### config.mk
export PLATFORM = sky130hd
export DESIGN_NAME = key_hold_reset_manager_flat
export DESIGN_NICKNAME = d
export VERILOG_FILES = /design/src/rtl/key_hold_reset_manager_if.sv /design/src/rtl/key_hold_reset_manager.sv /design/src/flat_wrapper.sv
export SDC_FILE = /design/constraint.sdc
export NUM_CORES = 1
export LEC_CHECK = 0
export CORE_MARGIN = 1.5
export CORE_UTILIZATION = 45
export DETAILED_ROUTE_END_ITERATION = 12
export PLACE_DENSITY = 0.74
export SLEW_MARGIN = 20
export SYNTH_ARGS = -nofsm -noshare
export SYNTH_HDL_FRONTEND = slang
export SYNTH_SLANG_ARGS = --single-unit
### constraint.sdc
create_clock -name clk -period 4.25 [get_ports clk]
set_input_delay 0.6375 -clock clk [delete_from_list [all_inputs] [get_ports clk]]
set_output_delay 0.6375 -clock clk [all_outputs]
set_load 0.1 [all_outputs]
### src/rtl/key_hold_reset_manager_if.sv
// key_hold_reset_manager_if: raw keys in, debounced status, press events and system reset out
//   key_n        raw active-low keys from the board
//   key_down     debounced level, 1 = pressed
//   holding      key held past the long-press threshold
//   short_press  one-cycle pulse on release of a short press
//   long_press   one-cycle pulse on release of a long press
//   mode         per-key toggle flipped by each long press
//   sys_reset_n  stretched active-low system reset
interface key_hold_reset_manager_if #(parameter int N_KEYS = 4);
    logic [N_KEYS-1:0] key_n;
    logic [N_KEYS-1:0] key_down;
    logic [N_KEYS-1:0] holding;
    logic [N_KEYS-1:0] short_press;
    logic [N_KEYS-1:0] long_press;
    logic [N_KEYS-1:0] mode;
    logic sys_reset_n;
    modport master (output key_n, input key_down, holding, short_press, long_press, mode, sys_reset_n);
    modport slave (input key_n, output key_down, holding, short_press, long_press, mode, sys_reset_n);
endinterface

### src/rtl/key_hold_reset_manager.sv
// key_hold_reset_manager: debounces push-buttons, classifies short/long presses, stretches a reset
//   clk      main clock
//   reset_n  asynchronous active-low reset
//   kb       key interface (slave): key_n in; key_down, holding, short_press,
//            long_press, mode, sys_reset_n out
module key_hold_reset_manager #(
    parameter int N_KEYS       = 4,
    parameter int TICK_DIV     = 50_000,
    parameter int DEBOUNCE_MS  = 20,
    parameter int HOLD_MS      = 3000,
    parameter int RESET_KEY    = 0,
    parameter int PULSE_CYCLES = 16
) (
    input logic clk,
    input logic reset_n,
    key_hold_reset_manager_if.slave kb
);
    localparam int TW = TICK_DIV > 1 ? $clog2(TICK_DIV) : 1;
    localparam int DW = $clog2(DEBOUNCE_MS + 1);
    localparam int HW = $clog2(HOLD_MS + 1);
    localparam int PW = $clog2(PULSE_CYCLES + 1);
    typedef enum logic [1:0] {IDLE, HELD, LONG} state_t;
    logic [TW-1:0] tick_cnt;
    logic tick;
    logic [1:0] rdy;
    logic [PW-1:0] pulse_cnt;
    logic [N_KEYS-1:0] sync1, sync2, down, armed, short_q, long_q, mode_q;
    logic [N_KEYS-1:0] short_d, long_d, holding_v;
    logic [DW-1:0] db_cnt [N_KEYS];
    logic [HW-1:0] hold_cnt [N_KEYS];
    logic [HW-1:0] hold_d [N_KEYS];
    state_t state [N_KEYS];
    state_t state_d [N_KEYS];

    assign tick = tick_cnt == TW'(TICK_DIV - 1);

    // rdy marks when the synchronisers hold real key samples instead of their
    // reset value; a key may only arm once it is seen truly released
    always_ff @(posedge clk or negedge reset_n) begin
        if (!reset_n) begin
            tick_cnt  <= '0;
            rdy       <= '0;
            pulse_cnt <= '0;
            sync1     <= '1;
            sync2     <= '1;
            down      <= '0;
            armed     <= '0;
            short_q   <= '0;
            long_q    <= '0;
            mode_q    <= '0;
            for (int i = 0; i < N_KEYS; i++) begin
                db_cnt[i]   <= '0;
                hold_cnt[i] <= '0;
                state[i]    <= IDLE;
            end
        end else begin
            tick_cnt  <= tick ? '0 : tick_cnt + TW'(1);
            rdy       <= {rdy[0], 1'b1};
            pulse_cnt <= long_q[RESET_KEY] ? PW'(PULSE_CYCLES) : (pulse_cnt != '0 ? pulse_cnt - PW'(1) : '0);
            sync1     <= kb.key_n;
            sync2     <= sync1;
            armed     <= armed | ({N_KEYS{rdy[1]}} & sync2 & ~down);
            short_q   <= short_d;
            long_q    <= long_d;
            mode_q    <= mode_q ^ long_d;
            for (int i = 0; i < N_KEYS; i++) begin
                state[i]    <= state_d[i];
                hold_cnt[i] <= hold_d[i];
                if (!sync2[i] == down[i])
                    db_cnt[i] <= '0;
                else if (tick) begin
                    if (db_cnt[i] == DW'(DEBOUNCE_MS - 1)) begin
                        down[i]   <= !sync2[i];
                        db_cnt[i] <= '0;
                    end else
                        db_cnt[i] <= db_cnt[i] + DW'(1);
                end
            end
        end
    end

    // hold_d is used for the release decision so a threshold hit and a
    // release in the same cycle still count as a long press
    always_comb begin
        for (int i = 0; i < N_KEYS; i++) begin
            state_d[i]   = state[i];
            hold_d[i]    = hold_cnt[i];
            short_d[i]   = 1'b0;
            long_d[i]    = 1'b0;
            holding_v[i] = state[i] == LONG;
            case (state[i])
                IDLE: if (down[i] && armed[i]) begin
                    state_d[i] = HELD;
                    hold_d[i]  = '0;
                end
                HELD: begin
                    hold_d[i] = (tick && hold_cnt[i] != HW'(HOLD_MS)) ? hold_cnt[i] + HW'(1) : hold_cnt[i];
                    if (!down[i]) begin
                        state_d[i] = IDLE;
                        long_d[i]  = hold_d[i] == HW'(HOLD_MS);
                        short_d[i] = hold_d[i] != HW'(HOLD_MS);
                    end else if (hold_d[i] == HW'(HOLD_MS))
                        state_d[i] = LONG;
                end
                LONG: if (!down[i]) begin
                    state_d[i] = IDLE;
                    long_d[i]  = 1'b1;
                end
                default: state_d[i] = IDLE;
            endcase
        end
    end

    assign kb.key_down    = down;
    assign kb.holding     = holding_v;
    assign kb.short_press = short_q;
    assign kb.long_press  = long_q;
    assign kb.mode        = mode_q;
    assign kb.sys_reset_n = reset_n & (pulse_cnt == '0);
endmodule

### src/flat_wrapper.sv
// flat-port wrapper written by rule: the top's interface ports become plain ports
module key_hold_reset_manager_flat 
#(
    parameter int N_KEYS       = 4,
    parameter int TICK_DIV     = 50_000,
    parameter int DEBOUNCE_MS  = 20,
    parameter int HOLD_MS      = 3000,
    parameter int RESET_KEY    = 0,
    parameter int PULSE_CYCLES = 16
)
  (clk, reset_n, kb_key_n, kb_key_down, kb_holding, kb_short_press, kb_long_press, kb_mode, kb_sys_reset_n);
  key_hold_reset_manager_if #(.N_KEYS(N_KEYS)) kb_i ();
  input logic clk;
  input logic reset_n;
  input wire logic [$bits(kb_i.key_n)-1:0] kb_key_n;
  output wire logic [$bits(kb_i.key_down)-1:0] kb_key_down;
  output wire logic [$bits(kb_i.holding)-1:0] kb_holding;
  output wire logic [$bits(kb_i.short_press)-1:0] kb_short_press;
  output wire logic [$bits(kb_i.long_press)-1:0] kb_long_press;
  output wire logic [$bits(kb_i.mode)-1:0] kb_mode;
  output wire logic [$bits(kb_i.sys_reset_n)-1:0] kb_sys_reset_n;
  assign kb_i.key_n = kb_key_n;
  assign kb_key_down = kb_i.key_down;
  assign kb_holding = kb_i.holding;
  assign kb_short_press = kb_i.short_press;
  assign kb_long_press = kb_i.long_press;
  assign kb_mode = kb_i.mode;
  assign kb_sys_reset_n = kb_i.sys_reset_n;
  key_hold_reset_manager #(.N_KEYS(N_KEYS), .TICK_DIV(TICK_DIV), .DEBOUNCE_MS(DEBOUNCE_MS), .HOLD_MS(HOLD_MS), .RESET_KEY(RESET_KEY), .PULSE_CYCLES(PULSE_CYCLES)) u_core (.clk(clk), .reset_n(reset_n), .kb(kb_i));
endmodule
# After elaboration in Yosys (flattened, before gate mapping)
# Index checks and enable logic that the tools add are counted.
[op_classes]
add_sub_neg = 10
n_mul = 0
div = 0
magnitude_cmp = 0
n_eq_ne = 41
shifts = 0
mux = 67
bitwise = 10
n_reduce_logical = 38
[ops]
columns = ["op", "count"]
rows = [
  ["$mux 12", 8],
  ["$ne 12x12->1 const B", 8],
  ["$pmux 12 s2", 4],
  ["$mux 5", 14],
  ["$add 12x1->12 const B", 4],
  ["$eq 12x12->1 const B", 4],
  ["$mux 2", 16],
  ["$pmux 2 s3", 4],
  ["$reduce_and 3->1", 8],
  ["$add 5x1->5 const B", 4],
  ["$eq 5x5->1 const B", 4],
  ["$add 16x1->16 const B", 1],
  ["$eq 16x16->1 const B", 1],
  ["$mux 1", 16],
  ["$mux 16", 1],
  ["$reduce_bool 2->1", 8],
  ["$ne 3x3->1 const B", 4],
  ["$and 4x4->4", 2],
  ["$eq 2x1->1 const B", 4],
  ["$eq 2x2->1 const B", 4],
  ["$logic_and 1x1->1", 8],
  ["$logic_not 2->1", 4],
  ["$ne 2x1->1 const B", 4],
  ["$ne 2x2->1 const B", 4],
  ["other kinds (12)", 27],
]
[word_totals]
reg_bits = 127
latch_bits = 0
mem_bits_rw = 0
mem_bits_ro = 0
inputBits = 6
output_inout_bits = 21
wordCells = 191
n_memories = 0

# Depth between registers and ports, before layout
[logic_depth]
word_depth = 7
mapped_depth = 10
ltp_nobuf = 9

# Worst setup path before layout
# Ideal clock, no wire load.
[synth_timing]
path_kind = "register to register"
from = "reg u_core.tick_cnt[12]"
to = "reg u_core.mode_q[3], in the netlist u_core.kb.mode[3]"
setup_ns = 0.161
arrival_time_ns = 2.953
required_time_ns = 4.089
setup_slack_ns = 1.136
stages_incl_launch_ff = 11
path_buffers = 3
synth_period_minus_slack_ns = 3.114
path_cell_list = "dfrtp_1 or4_1 buf_2 or4_4 buf_6 buf_6 nor2_2 mux2i_1 o2111ai_1 o41ai_2 xor2_1"
[synth_between]
elab_chain_len = 7
[synth_lines]
columns = ["element", "line", "text"]
rows = [
  ["start: declaration", "key_hold_reset_manager.sv:23", "logic [TW-1:0] tick_cnt;"],
  ["start signal: assignment", "key_hold_reset_manager.sv:57", "tick_cnt <= tick ? '0 : tick_cnt + TW'(1);"],
  ["$eq 16x16->1", "key_hold_reset_manager.sv:35", "assign tick = tick_cnt == TW'(TICK_DIV - 1);"],
  ["$logic_and 1x1->1", "key_hold_reset_manager.sv:97", "hold_d[i] = (tick && hold_cnt[i] != HW'(HOLD_MS)) ? hold_cnt[i] + HW'(1) : hold_cnt[i];"],
  ["$mux 12", "key_hold_reset_manager.sv:97", ""],
  ["$eq 12x12->1", "key_hold_reset_manager.sv:100", "long_d[i] = hold_d[i] == HW'(HOLD_MS);"],
  ["$mux 1", "key_hold_reset_manager.sv:98", "if (!down[i]) begin"],
  ["$pmux 1 s2", "key_hold_reset_manager.sv:91", "case (state[i])"],
  ["via u_core.long_d[3]", "key_hold_reset_manager.sv:28", "logic [N_KEYS-1:0] short_d, long_d, holding_v;"],
  ["$xor 4x4->4", "key_hold_reset_manager.sv:65", "mode_q <= mode_q ^ long_d;"],
  ["end signal: assignment", "key_hold_reset_manager.sv:65", ""],
  ["end: declaration", "key_hold_reset_manager.sv:27", "logic [N_KEYS-1:0] sync1, sync2, down, armed, short_q, long_q, mode_q;"],
]
# The timed path passes the listed nets, and every way through them passes these cells.
# A chain may end at the register's enable or synchronous reset.

# Worst setup path in the final report
[layout_timing]
from = "reg u_core.tick_cnt[11]"
to = "reg u_core.mode_q[3], in the netlist u_core.kb.mode[3]"
# The elaborated chain is that of the path after synthesis.

==> results.sh <==
export IMPL_status="finished clean"
export IMPL_yosysSeqAreaShare_pct=43.20
export IMPL_drv_slew=0
export IMPL_synthesis_yosys_warnings=0
export IMPL_wirelength_mm=15.74
export IMPL_synth_area_leaders="dfrtp_1 (40%), o21ai_0 (5.2%), nand2_1 (4.5%)"
export IMPL_start_util_pct=46.29
export IMPL_r2r_end="u_core.kb.mode[3]"
export IMPL_synthXorXnorAreaFrac_pct=3.798
export IMPL_clock_latency_ns=0.42
export IMPL_die_w_um=131.1
export IMPL_rr_worst_depth=7
export IMPL_clk_pin_slew_ns=0.06
export IMPL_finalHoldViolCount=0
export IMPL_arrival_ns=3.70
export IMPL_routed_via_count=6294
export IMPL_clock_path_buffers=2
export IMPL_num_rows=46
export IMPL_max_freq_ghz=0.2984
export IMPL_synth_cells_most_frequent="dfrtp_1 (119), nand2_1 (89), o21ai_0 (77), nor2_1 (62), a21oi_1 (50)"
export IMPL_ioPinCount=27
export IMPL_wl_per_cell_um=14.71
export IMPL_holdBufCountCts=0
export IMPL_clockRootBuffer="clkbuf_16"
export IMPL_insertedDiodeCount=0
export IMPL_viasPerCell=5.882
export IMPL_yosys_area_top_type_share_pct=40.35
export IMPL_drtIter0Drc=720
export IMPL_finClkSkew_ns=0.009200
export IMPL_synth_cell_types=75
export IMPL_hp_class="input port to async pin"
export IMPL_htree_levels=4
export IMPL_ys_ff_latch=127
export IMPL_cts_repair_resized=0
export IMPL_synth_mux_area_share_pct=0.7121
export IMPL_grt_ovfl_total=0
export IMPL_synth_most_common_cell="dfrtp_1"
export IMPL_die_height_um=131.1
export IMPL_fin_nets=874
export IMPL_dp_hpwl_mm=10.63
export IMPL_core_area_um2=15940
export IMPL_grt_max_degree=73
export IMPL_cp_cell_sequence="or4_1 -> or4_4 -> nor2_2 -> mux2i_1 -> o2111ai_1 -> o41ai_2 -> xor2_1"
export IMPL_yosys_area_share_simple_pct=24.82
export IMPL_yosysTopAreaCell="dfrtp_1"
export IMPL_relSlewSlack_pct=33.40
export IMPL_power_density_nw_per_um2=316.6
export IMPL_drive_gt1_share_pct=7.260
export IMPL_nFillCells=1444
export IMPL_leakagePower_nw=3.422
export IMPL_period_minus_slack_ns=3.351
export IMPL_maxCapViolCount=0
export IMPL_cts_tree="yes"
export IMPL_synth_edff_count=0
export IMPL_critical_path_buf_inv_count=0
export IMPL_dr_pass1_iters=5
export IMPL_synth_top_flop_cell="dfrtp_1"
export IMPL_synth_top_family_by_area="simple AND/OR/NAND/NOR gates"
export IMPL_portBuffers=26
export IMPL_grt_pass1_vias=5717
export IMPL_synth_cell_area_um2=7380
export IMPL_cp_start_kind="register"
export IMPL_postCtsSetupRepairBufs=0
export IMPL_endpoint_kind="register"
export IMPL_finalHoldWorstSlack_ns=0.1585
export IMPL_period_share_pct=78.85
export IMPL_critical_path_class="register to register"
export IMPL_clock_sinks=127
export IMPL_avgSynthCellArea_um2=8.913
export IMPL_cp_slowest_stage_delay_ns=0.70
export IMPL_worst_pin_slew_ns=0.9944
export IMPL_synth_adder_area_share_pct=4.408
export IMPL_worst_ep_required_time_ns=4.60
export IMPL_cp_slowest_cell="or4_4"
export IMPL_post_route_drc_count=0
export IMPL_syn_nets=860
export IMPL_synth_compound_area_share_pct=19.04
export IMPL_antenna_found_initial=0
export IMPL_setup_tns_ns=0
export IMPL_setup_viol=0
export IMPL_rsz0062_at_grt="false"
export IMPL_synthToLayoutAreaGrowth_pct=13.14
export IMPL_synthCells=828
export IMPL_path_max_fanout=16
export IMPL_gp_congestion=0.9227
export IMPL_r2r_slack_ns=0.90
export IMPL_r2r_start="u_core.tick_cnt[11]"
export IMPL_dieArea_um2=17180
export IMPL_grt_use_total_pct=19.58
export IMPL_grt_pass1_wl_mm=26.94
export IMPL_async_flop_share_pct=100.0
export IMPL_antenna_left=0
export IMPL_cts_buffers=17
export IMPL_crit_family="simple AND/OR/NAND/NOR gates"
export IMPL_ir_worst_vdd_mv=0.2840
[worst max path at each step]
stage	slack, ns	start	cells past startpoint	end
finish	0.90	u_core.tick_cnt[11]	7	u_core.kb.mode[3]
global route	0.66	u_core.tick_cnt[11]	7	u_core.kb.mode[3]
CTS	0.90	u_core.tick_cnt[11]	7	u_core.kb.mode[1]
detailed placement	0.88	u_core.tick_cnt[11]	7	u_core.kb.mode[1]
global placement	0.99	u_core.tick_cnt[12]	7	u_core.kb.mode[2]
floorplan	1.14	u_core.tick_cnt[12]	10	u_core.kb.mode[3]
[flip-flops by register name, summed over array words and instances (netlist names)]
register,count
u_core.armed,4
u_core.db_cnt,20
u_core.hold_cnt,48
u_core.kb.key_down,4
u_core.kb.long_press,4
u_core.kb.mode,4
u_core.kb.short_press,4
u_core.pulse_cnt,5
u_core.rdy,2
u_core.state,8
u_core.sync1,4
u_core.sync2,4
u_core.tick_cnt,16
[power by group]
part | switching [W] | total (W) | internal, W
combinational | 0.0000300 | 0.0000366 | 0.00000664
sequential | 0.00000421 | 0.00122 | 0.00122
clock | 0.000498 | 0.00138 | 0.000886
[layout by cell type (no fill, tap or decap), drive strengths merged, types with 17 or more instances in the layout]
cell / count
o31ai: 26
nand4: 24
nand2: 89
dfrtp: 119
clkdlybuf4s50: 24
inv: 33
ha: 26
and3: 17
nor3: 28
xor2: 22
clkbuf: 24
nand3: 37
a21oi: 50
o21ai: 78
nor2: 63
[cell type report]
class / count / area [um^2] / share of cell area, %
tap: 216 / 270.3 / 3.237
clock inverter: 7 / 87.58 / 1.049
sequential: 127 / 3188 / 38.18
inverter: 33 / 123.9 / 1.484
clock buffer: 24 / 471.7 / 5.650
multi-input combinational: 632 / 3911 / 46.85
timing repair buffer: 31 / 296.5 / 3.552
[per-layer routing]
layer / wire length [um] / part of all wire, % / global-route usage [%] / vias up
met5: 0 / 0 / 0 / -
met4: 168 / 1.1 / 6.335 / 0
met3: 724 / 4.6 / 4.464 / 17
met2: 7173 / 46 / 29.75 / 153
met1: 7669 / 49 / 27.79 / 3054
li1: - / - / - / 3070
[metrics by stage]
stage	worst slack (ns)	util (%)	power (W)	std cells	cell area (um^2)
final	0.8990	52.37	0.002643	1070	8349
after CTS	0.8958	52.37	0.002671	1070	8349
after detailed placement	0.8845	48.86	0.001283	1039	7790
after global routing	0.6605	52.37	0.002728	1070	8349
after floorplan	1.136	-	0.001249	828	7380
after global placement	0.9909	48.86	0.001282	1039	7790
[kinds of logic (layout without fill, tap and decap cells)]
group / Yosys count / count (layout)
adders and majority gates: 26 / 26
AOI/OAI and AO/OA: 223 / 223
and+or+nand+nor: 345 / 345
other: 1 / 1
DFF: 127 / 127
buffers and inverters: 69 / 95
xor gates and xnor gates: 32 / 32
muxes: 5 / 5
Note: power is estimated with default switching activity, not from simulation.
